## src/rtl/i2c_pkg.sv

```systemverilog
// Shared I2C master definitions: byte-engine command encodings and write-sequencer states.
package i2c_pkg;

    localparam logic [2:0] CmdIdle  = 3'b000;
    localparam logic [2:0] CmdStart = 3'b001;
    localparam logic [2:0] CmdWrite = 3'b011;
    localparam logic [2:0] CmdStop  = 3'b100;
    localparam logic [2:0] CmdNack  = 3'b101;
    localparam logic [2:0] CmdAck   = 3'b111;

    typedef enum logic [2:0] {
        StIdle,
        StStart,
        StAddr,
        StAck,
        StFetch,
        StData,
        StStop,
        StDone
    } wr_state_e;

    // Byte-engine command owned by a state; CmdIdle for states that do not drive the byte engine.
    function automatic logic [2:0] state_cmd(input wr_state_e st);
        case (st)
            StStart:        return CmdStart;
            StAddr, StData: return CmdWrite;
            StStop:         return CmdStop;
            default:        return CmdIdle;
        endcase
    endfunction

endpackage

```

## src/rtl/i2c_op_handshake.sv

```systemverilog
// Two-phase go/finish handshake: raise go on start once finish is low, drop it when finish is seen.
module i2c_op_handshake (
    input  logic clock,
    input  logic reset,
    input  logic start_i,
    input  logic finish_i,
    output logic go_o,
    output logic op_done_o
);

    logic go_q;

    always_ff @(posedge clock) begin
        if (reset) begin
            go_q <= 1'b0;
        end else if (!go_q && start_i && !finish_i) begin
            go_q <= 1'b1;
        end else if (go_q && finish_i) begin
            go_q <= 1'b0;
        end
    end

    assign go_o      = go_q;
    // Valid in the first cycle finish is seen high, so callers can sample engine results here.
    assign op_done_o = go_q && finish_i;

endmodule

```

## src/rtl/i2c_write_sequencer.sv

```systemverilog
// Sequences START, address byte, N data bytes with ACK checks, then STOP for one I2C write.
module i2c_write_sequencer
    import i2c_pkg::*;
#(
    parameter int unsigned LEN_W = 4
) (
    input  logic             clock,
    input  logic             reset,
    input  logic             req_valid,
    output logic             req_ready,
    input  logic [6:0]       req_addr,
    input  logic [LEN_W-1:0] req_len,
    input  logic [7:0]       wr_data,
    input  logic             wr_valid,
    output logic             wr_ready,
    output logic             done,
    output logic             error,
    output logic             eng_go,
    output logic [2:0]       eng_command,
    input  logic             eng_finish,
    input  logic             eng_load,
    output logic             eng_data,
    output logic             ack_go,
    input  logic             ack_finish,
    input  logic             ack_bit
);

    wr_state_e        state_q, state_d;
    logic [6:0]       addr_q, addr_d;
    logic [LEN_W-1:0] count_q, count_d;
    logic             nack_q, nack_d;
    logic [7:0]       shift_q, shift_d;
    logic [2:0]       cmd_q, cmd_d;
    logic             req_ready_q, wr_ready_q, done_q, error_q;
    logic             is_eng_op, eng_start, eng_done, ack_start, ack_done;

    assign is_eng_op = (state_cmd(state_q) != CmdIdle);
    // Hold off go until the registered command already matches, so it is stable before go rises.
    assign eng_start = is_eng_op && (cmd_q == state_cmd(state_q));
    assign ack_start = (state_q == StAck);

    i2c_op_handshake u_eng_hs (
        .clock     (clock),
        .reset     (reset),
        .start_i   (eng_start),
        .finish_i  (eng_finish),
        .go_o      (eng_go),
        .op_done_o (eng_done)
    );

    i2c_op_handshake u_ack_hs (
        .clock     (clock),
        .reset     (reset),
        .start_i   (ack_start),
        .finish_i  (ack_finish),
        .go_o      (ack_go),
        .op_done_o (ack_done)
    );

    always_comb begin
        state_d = state_q;
        addr_d  = addr_q;
        count_d = count_q;
        nack_d  = nack_q;
        shift_d = shift_q;
        cmd_d   = cmd_q;

        if (!eng_go && (is_eng_op || state_q == StIdle)) begin
            cmd_d = state_cmd(state_q);
        end

        case (state_q)
            StIdle: begin
                if (req_valid) begin
                    addr_d  = req_addr;
                    count_d = req_len;
                    nack_d  = 1'b0;
                    state_d = StStart;
                end
            end
            StStart: begin
                if (eng_done) begin
                    shift_d = {addr_q, 1'b0};
                    state_d = StAddr;
                end
            end
            StAddr, StData: begin
                if (!eng_load) begin
                    shift_d = {shift_q[6:0], 1'b0};
                end
                if (eng_done) begin
                    state_d = StAck;
                end
            end
            StAck: begin
                if (ack_done) begin
                    if (ack_bit) begin
                        nack_d  = 1'b1;
                        state_d = StStop;
                    end else if (count_q == '0) begin
                        state_d = StStop;
                    end else begin
                        state_d = StFetch;
                    end
                end
            end
            StFetch: begin
                if (wr_valid && wr_ready_q) begin
                    shift_d = wr_data;
                    count_d = count_q - LEN_W'(1);
                    state_d = StData;
                end
            end
            StStop: begin
                if (eng_done) begin
                    state_d = StDone;
                end
            end
            default: state_d = StIdle;
        endcase
    end

    always_ff @(posedge clock) begin
        if (reset) begin
            state_q     <= StIdle;
            addr_q      <= '0;
            count_q     <= '0;
            nack_q      <= 1'b0;
            shift_q     <= '0;
            cmd_q       <= CmdIdle;
            req_ready_q <= 1'b0;
            wr_ready_q  <= 1'b0;
            done_q      <= 1'b0;
            error_q     <= 1'b0;
        end else begin
            state_q     <= state_d;
            addr_q      <= addr_d;
            count_q     <= count_d;
            nack_q      <= nack_d;
            shift_q     <= shift_d;
            cmd_q       <= cmd_d;
            req_ready_q <= (state_d == StIdle);
            wr_ready_q  <= (state_d == StFetch);
            done_q      <= (state_d == StDone);
            error_q     <= (state_d == StDone) && nack_d;
        end
    end

    assign req_ready   = req_ready_q;
    assign wr_ready    = wr_ready_q;
    assign done        = done_q;
    assign error       = error_q;
    assign eng_command = cmd_q;
    assign eng_data    = shift_q[7];

endmodule

```

## config.mk

```make
export PLATFORM = sky130hd
export DESIGN_NAME = i2c_write_sequencer
export DESIGN_NICKNAME = d
export VERILOG_FILES = /design/src/rtl/i2c_pkg.sv /design/src/rtl/i2c_op_handshake.sv /design/src/rtl/i2c_write_sequencer.sv
export SDC_FILE = /design/constraint.sdc
export NUM_CORES = 1
export LEC_CHECK = 0
export CORE_MARGIN = 1
export CORE_UTILIZATION = 45
export DETAILED_ROUTE_END_ITERATION = 6
export PLACE_DENSITY_LB_ADDON = 0.3
export SYNTH_ARGS = -nofsm -noshare
export SYNTH_HDL_FRONTEND = slang
export SYNTH_SLANG_ARGS = --single-unit
```

## constraint.sdc

```tcl
create_clock -name clock -period 6 [get_ports clock]
set_input_delay 1.2 -clock clock [delete_from_list [all_inputs] [get_ports clock]]
set_output_delay 1.2 -clock clock [all_outputs]
set_load 0.01 [all_outputs]
```

Yosys cells after proc, flatten, opt, wreduce, memory -nomap -nowiden
Cells that the tools add are included.

word-level totals
  flip-flop bits (word level) = 32
  input port bits = 27
  output and inout port bits = 10
  logic and storage cells = 78

operators by class
  add/subtract/negate cells = 1
  equal/unequal tests = 13
  mux-type cells = 25
  reduce and logical (&&, ||, !) cells = 27

operator list
  kind                                               number
  2-to-1 mux 8 bit                                   3
  one-hot mux 8 bit (3 select lines)                 1
  2-to-1 mux 3 bit                                   6
  one-hot mux 3 bit (6 select lines)                 1
  == test 3 bit (second input constant)              5
  logical AND 1 bit                                  10
  one-hot mux 3 bit (3 select lines)                 1
  2-to-1 mux 4 bit                                   2
  inequality test 2 bit (second input constant)      4
  one-hot mux 4 bit (2 select lines)                 1
  2-to-1 mux 1 bit                                   7
  == test 3 x 2 -> 1 bit (second input constant)     2
  zero test 3 bit                                    2
  nonzero test 2 bit                                 3
  nonzero test 3 bit                                 2
  zero test 1 bit                                    4
  zero test 4 bit                                    1
  2-to-1 mux 2 bit                                   2
  AND reduction 4 bit                                1
  subtractor 4 x 1 -> 4 bit (second input constant)  1
  == test 3 x 1 -> 1 bit (second input constant)     1
  == test 3 bit                                      1
  AND reduction 3 bit                                1
  one-hot mux 1 bit (2 select lines)                 1
  3 further kinds                                    3

Longest topological paths before layout
  depth in word-level cells = 8
  depth in mapped cells = 9
  mapped depth without buffers = 7

Modules after synthesis
A second synthesis with hierarchy kept.

second synthesis, totals
  cell total of the unflattened synthesis = 188
  area, all modules = 1,742.9 um^2

modules (own cells, without submodules)
  module               instances  cells an instance  area an instance (um^2)  seq. area each (um^2)
  i2c_write_sequencer  1          180                1,662.8                  600.6
  i2c_op_handshake     2          4                  40.0                     20.0

Worst setup path before layout
Ideal clock, no wire load.

  kind = input port to flip-flop
  start = input eng_finish
  end = register shift_q[1]
  setup time = 68 ps
  arrival time = 2,269 ps
  data required time = 5,932 ps
  path slack = 3,663 ps
  cell stages on the path = 6
  path buffers = 1
  cell sequence = nand2_1 > a222oi_1 > o31ai_2 > buf_6 > a21o_1 > a21oi_2

on the way
  word-level cells in the longest chain between the ends = 3

RTL lines
  what                                    line                        RTL
  from (decl)                             i2c_write_sequencer.sv:20   input logic eng_finish,
  logical AND 1 bit                       i2c_op_handshake.sv:25      assign op_done_o = go_q && finish_i;
  inequality test 2 bit (no source line)  --
  AND reduction 4 bit (no source line)    --
  to (signal assigned)                    i2c_write_sequencer.sv:140  shift_q <= shift_d;
  to (decl)                               i2c_write_sequencer.sv:32   logic [7:0] shift_q, shift_d;

Every way passes these cells.
A chain may end at the register's enable or synchronous reset.

Final worst setup path
  start = input req_valid
  end = register error_q, in the netlist error

on the way
  word-level cells in the longest chain between the ends = 4
  elaborated cells between the ends (all ways) = 6
  those cells by class = eq/ne: 1; mux: 4; reduce/logical: 1

RTL lines
  what                                line                        RTL
  from (decl)                         i2c_write_sequencer.sv:9    input logic req_valid,
  2-to-1 mux 3 bit                    i2c_write_sequencer.sv:74   if (req_valid) begin
  one-hot mux 3 bit (6 select lines)  i2c_write_sequencer.sv:72   case (state_q)
  == test 3 bit                       i2c_write_sequencer.sv:145  error_q <= (state_d == StDone) && nack_d;
  logical AND 1 bit *                 i2c_write_sequencer.sv:145
  to (signal assigned)                i2c_write_sequencer.sv:145
  to (decl)                           i2c_write_sequencer.sv:34   logic req_ready_q, wr_ready_q, done_q, error_q;

Mark *: on every way between the ends. The rest lies on a longest branch, timed or not.

==> flow_metrics.py <==
metrics = {
    "floorplan": {
        "die_h_microns": 62.19,
        "initial_core_util": 0.4773,
        "die-area_sq_um": 3868,
        "die_x_microns": 62.19,
        "core_area_sq_um": 3416,
        "top_level_ports": 37,
        "num_rows": 21,
    },
    "detailed_routing": {
        "routedWlPerCell_microns": 12.61,
        "drt_wl_total_microns": 3544,
        "vias": 1485,
        "first_pass_iters": 4,
        "via_per_inst": 5.285,
        "drtAntennaViolNets": 0,
        "drc": 0,
        "drtIter0Drc": 76,
    },
    "final_layout": {
        "fin_area_sq_um": 2090,
        "drive_above_1_share": 0.06809,
        "final_common_cell": "clkdlybuf4s50_1",
        "areaGrowthSynthToFinish_pct": 28.17,
        "diodes": 0,
        "most-common-layout-cells": "clkdlybuf4s50_1, dfxtp_1, nand2_1",
        "final_nets": 266,
    },
    "setup_path": {
        "path_class": "in -> reg",
        "worstReg2RegStart": "state_q[0]",
        "startpoint": "req_valid",
        "critPathMaxFanout": 11,
        "worstSetupEndpointType": "flop",
        "arrival_ns": 3.24,
        "critical_path_required_ns": 6.26,
        "cp-start-kind": "input port",
    },
    "clocking": {
        "cts_root_buf": "clkbuf_4",
        "post_cts_buffers": 0,
        "htreeDepth": 2,
        "clockBufferDepth": 2,
        "clk_latency_ns": 0.33,
        "cts.clk_slew.worst_paths_ns": 0.10,
        "cts-buffers-inserted": 5,
        "cts_sinks": 32,
        "cts_hold_buf": 0,
        "ctsResizeCount": 0,
        "cts_tree": "done",
    },
    "global_routing": {
        "grt_max_degree": 31,
        "grt_pass1_wl_microns": 5816,
        "first_global_vias": 1300,
        "antenna_found_initial": 0,
        "overflow": 0,
        "grt_util_all_layers": 0.1914,
    },
    "place": {
        "place.gp.congestion": 0.8468,
        "dp.final_hpwl_microns": 2536,
        "placed_cell_area_sq_um": 1994,
        "portBuffers": 36,
    },
    "timing": {
        "finalHoldViolations": 0,
        "grt_setup_unrepaired": "no",
        "finalSetupTns_ns": 0,
        "finClkSkew_ns": 0.004745,
        "slew_violations": 0,
        "relSlewSlack": 0.3308,
        "period_minus_slack_ns": 2.983,
        "min_period_over_period": 0.4971,
        "tightest_slew_ns": 0.9978,
        "fmax_mhz": 335.3,
        "finalSetupViolCount": 0,
    },
    "synthesis": {
        "synth-async-reset-ratio": 0,
        "synth_ff_type": "dfxtp_1",
        "synth_seq_cells": 32,
        "ys.warnings.count": 0,
        "seq_area_frac_synth": 0.3929,
        "synth_cells": 200,
        "synth-edff-count": 0,
        "synthesis.nets": 232,
        "syn_area_sq_um": 1630,
        "synth_cell_types": 39,
        "syn_area_per_cell_sq_um": 8.152,
    },
    "power_and_ir_drop": {
        "leakage_nw": 0.7670,
        "power_uw": 491.2,
        "ir_drop_v": 0.0001730,
        "cellPowerDensity_nw_per_um2": 235.1,
    },
    "min_path": {
        "min-delay-start": "shift_q[0]",
        "hp-class": "reg -> reg",
    },
    "job": {
        "drv_cap": 0,
    },
    "outcome": {
        "outcome": "completed",
    },
}
-- through the flow --
step | std cells | setup slack, ns | util | hold slack, ns
after floorplan | 200 | 3.663 | - | 0.4315
after global placement | 273 | 2.737 | 0.5839 | 0.4396
after detailed placement | 273 | 2.676 | 0.5839 | 0.4445
after CTS | 281 | 3.020 | 0.6117 | 0.4588
after global routing | 281 | 2.894 | 0.6117 | 0.4792
final | 281 | 3.017 | 0.6117 | 0.4560
-- sequential cells by signal (all words and copies together), names as in the netlist --
signal         count
u_eng_hs.go_o      1
done               1
nack_q             1
state_q            3
shift_q            8
wr_ready           1
eng_command        3
addr_q             7
count_q            4
error              1
u_ack_hs.go_o      1
req_ready          1
-- power breakdown --
group	total, mW	internal (mW)	switching, mW
clock network	0.183	0.111	0.0725
logic	0.0799	0.0411	0.0388
registers	0.228	0.222	0.00631
-- worst paths after layout --
path | end | depth (start not counted) | slack [ns]
hold reg to reg | shift_q[0] | 2 | 0.46
hold / removal | shift_q[0] | 2 | 0.46
setup reg to reg | error | 7 | 3.54
setup / recovery | error | 6 | 3.02
-- cell usage after synthesis, types with 2 or more instances --
master    count  area (sq um)
a21oi_2       2         17.52
nand2_1      28         105.1
nand2b_1      2         12.51
dfxtp_1      32         640.6
inv_1         8         30.03
nand3b_1      3         22.52
nor2b_1       2         12.51
a22oi_1       7         52.55
nor3b_1       2         15.01
ha_1          5         62.56
clkbuf_1      6         22.52
o21a_1        2         15.01
a21oi_1      19         95.09
nand3_1       3         15.01
a211oi_1      2         15.01
nor3_1        5         25.02
mux2i_1       8         80.08
o21ai_0       8         40.04
nor2_1       25         93.84
a21o_1        7         52.55
and2_1        3         18.77
a221oi_1      2         17.52
buf_6         3         33.78
-- cell type report --
class                   count  area (sq um)
clock buffers               7         65.06
clock inverters             1         30.03
fillers                   317          1326
inverters                   8         30.03
multi-input cells         150         898.4
flip-flops and latches     32         640.6
well taps                  46         57.56
repair buffers             37         367.9
-- worst max-delay path: stages --
cell             delay (ns)
clkdlybuf4s50_1        0.48
nand3b_1               0.45
and2_1                 0.37
o221a_2                0.31
or2_2                  0.31
nor3_1                 0.13
-- logic make-up after synthesis --
logic type	count (synthesis)	synth area share
and+or+nand+nor	78	0.2180
adders and majority gates	5	0.03837
AOI/OAI and AO/OA	58	0.2387
muxes	9	0.05603
DFF	32	0.3929
buffers and inverters	18	0.05602
-- per-layer routing --
metal | vias to the layer above | global-route usage | part of all wire
li1 | 772 | - | -
met1 | 660 | 0.2600 | 0.49
met2 | 49 | 0.2734 | 0.44
met3 | 4 | 0.06434 | 0.063
met4 | 0 | 0.08430 | 0.0090
met5 | - | 0 | 0
(Power assumes the default switching activity.)
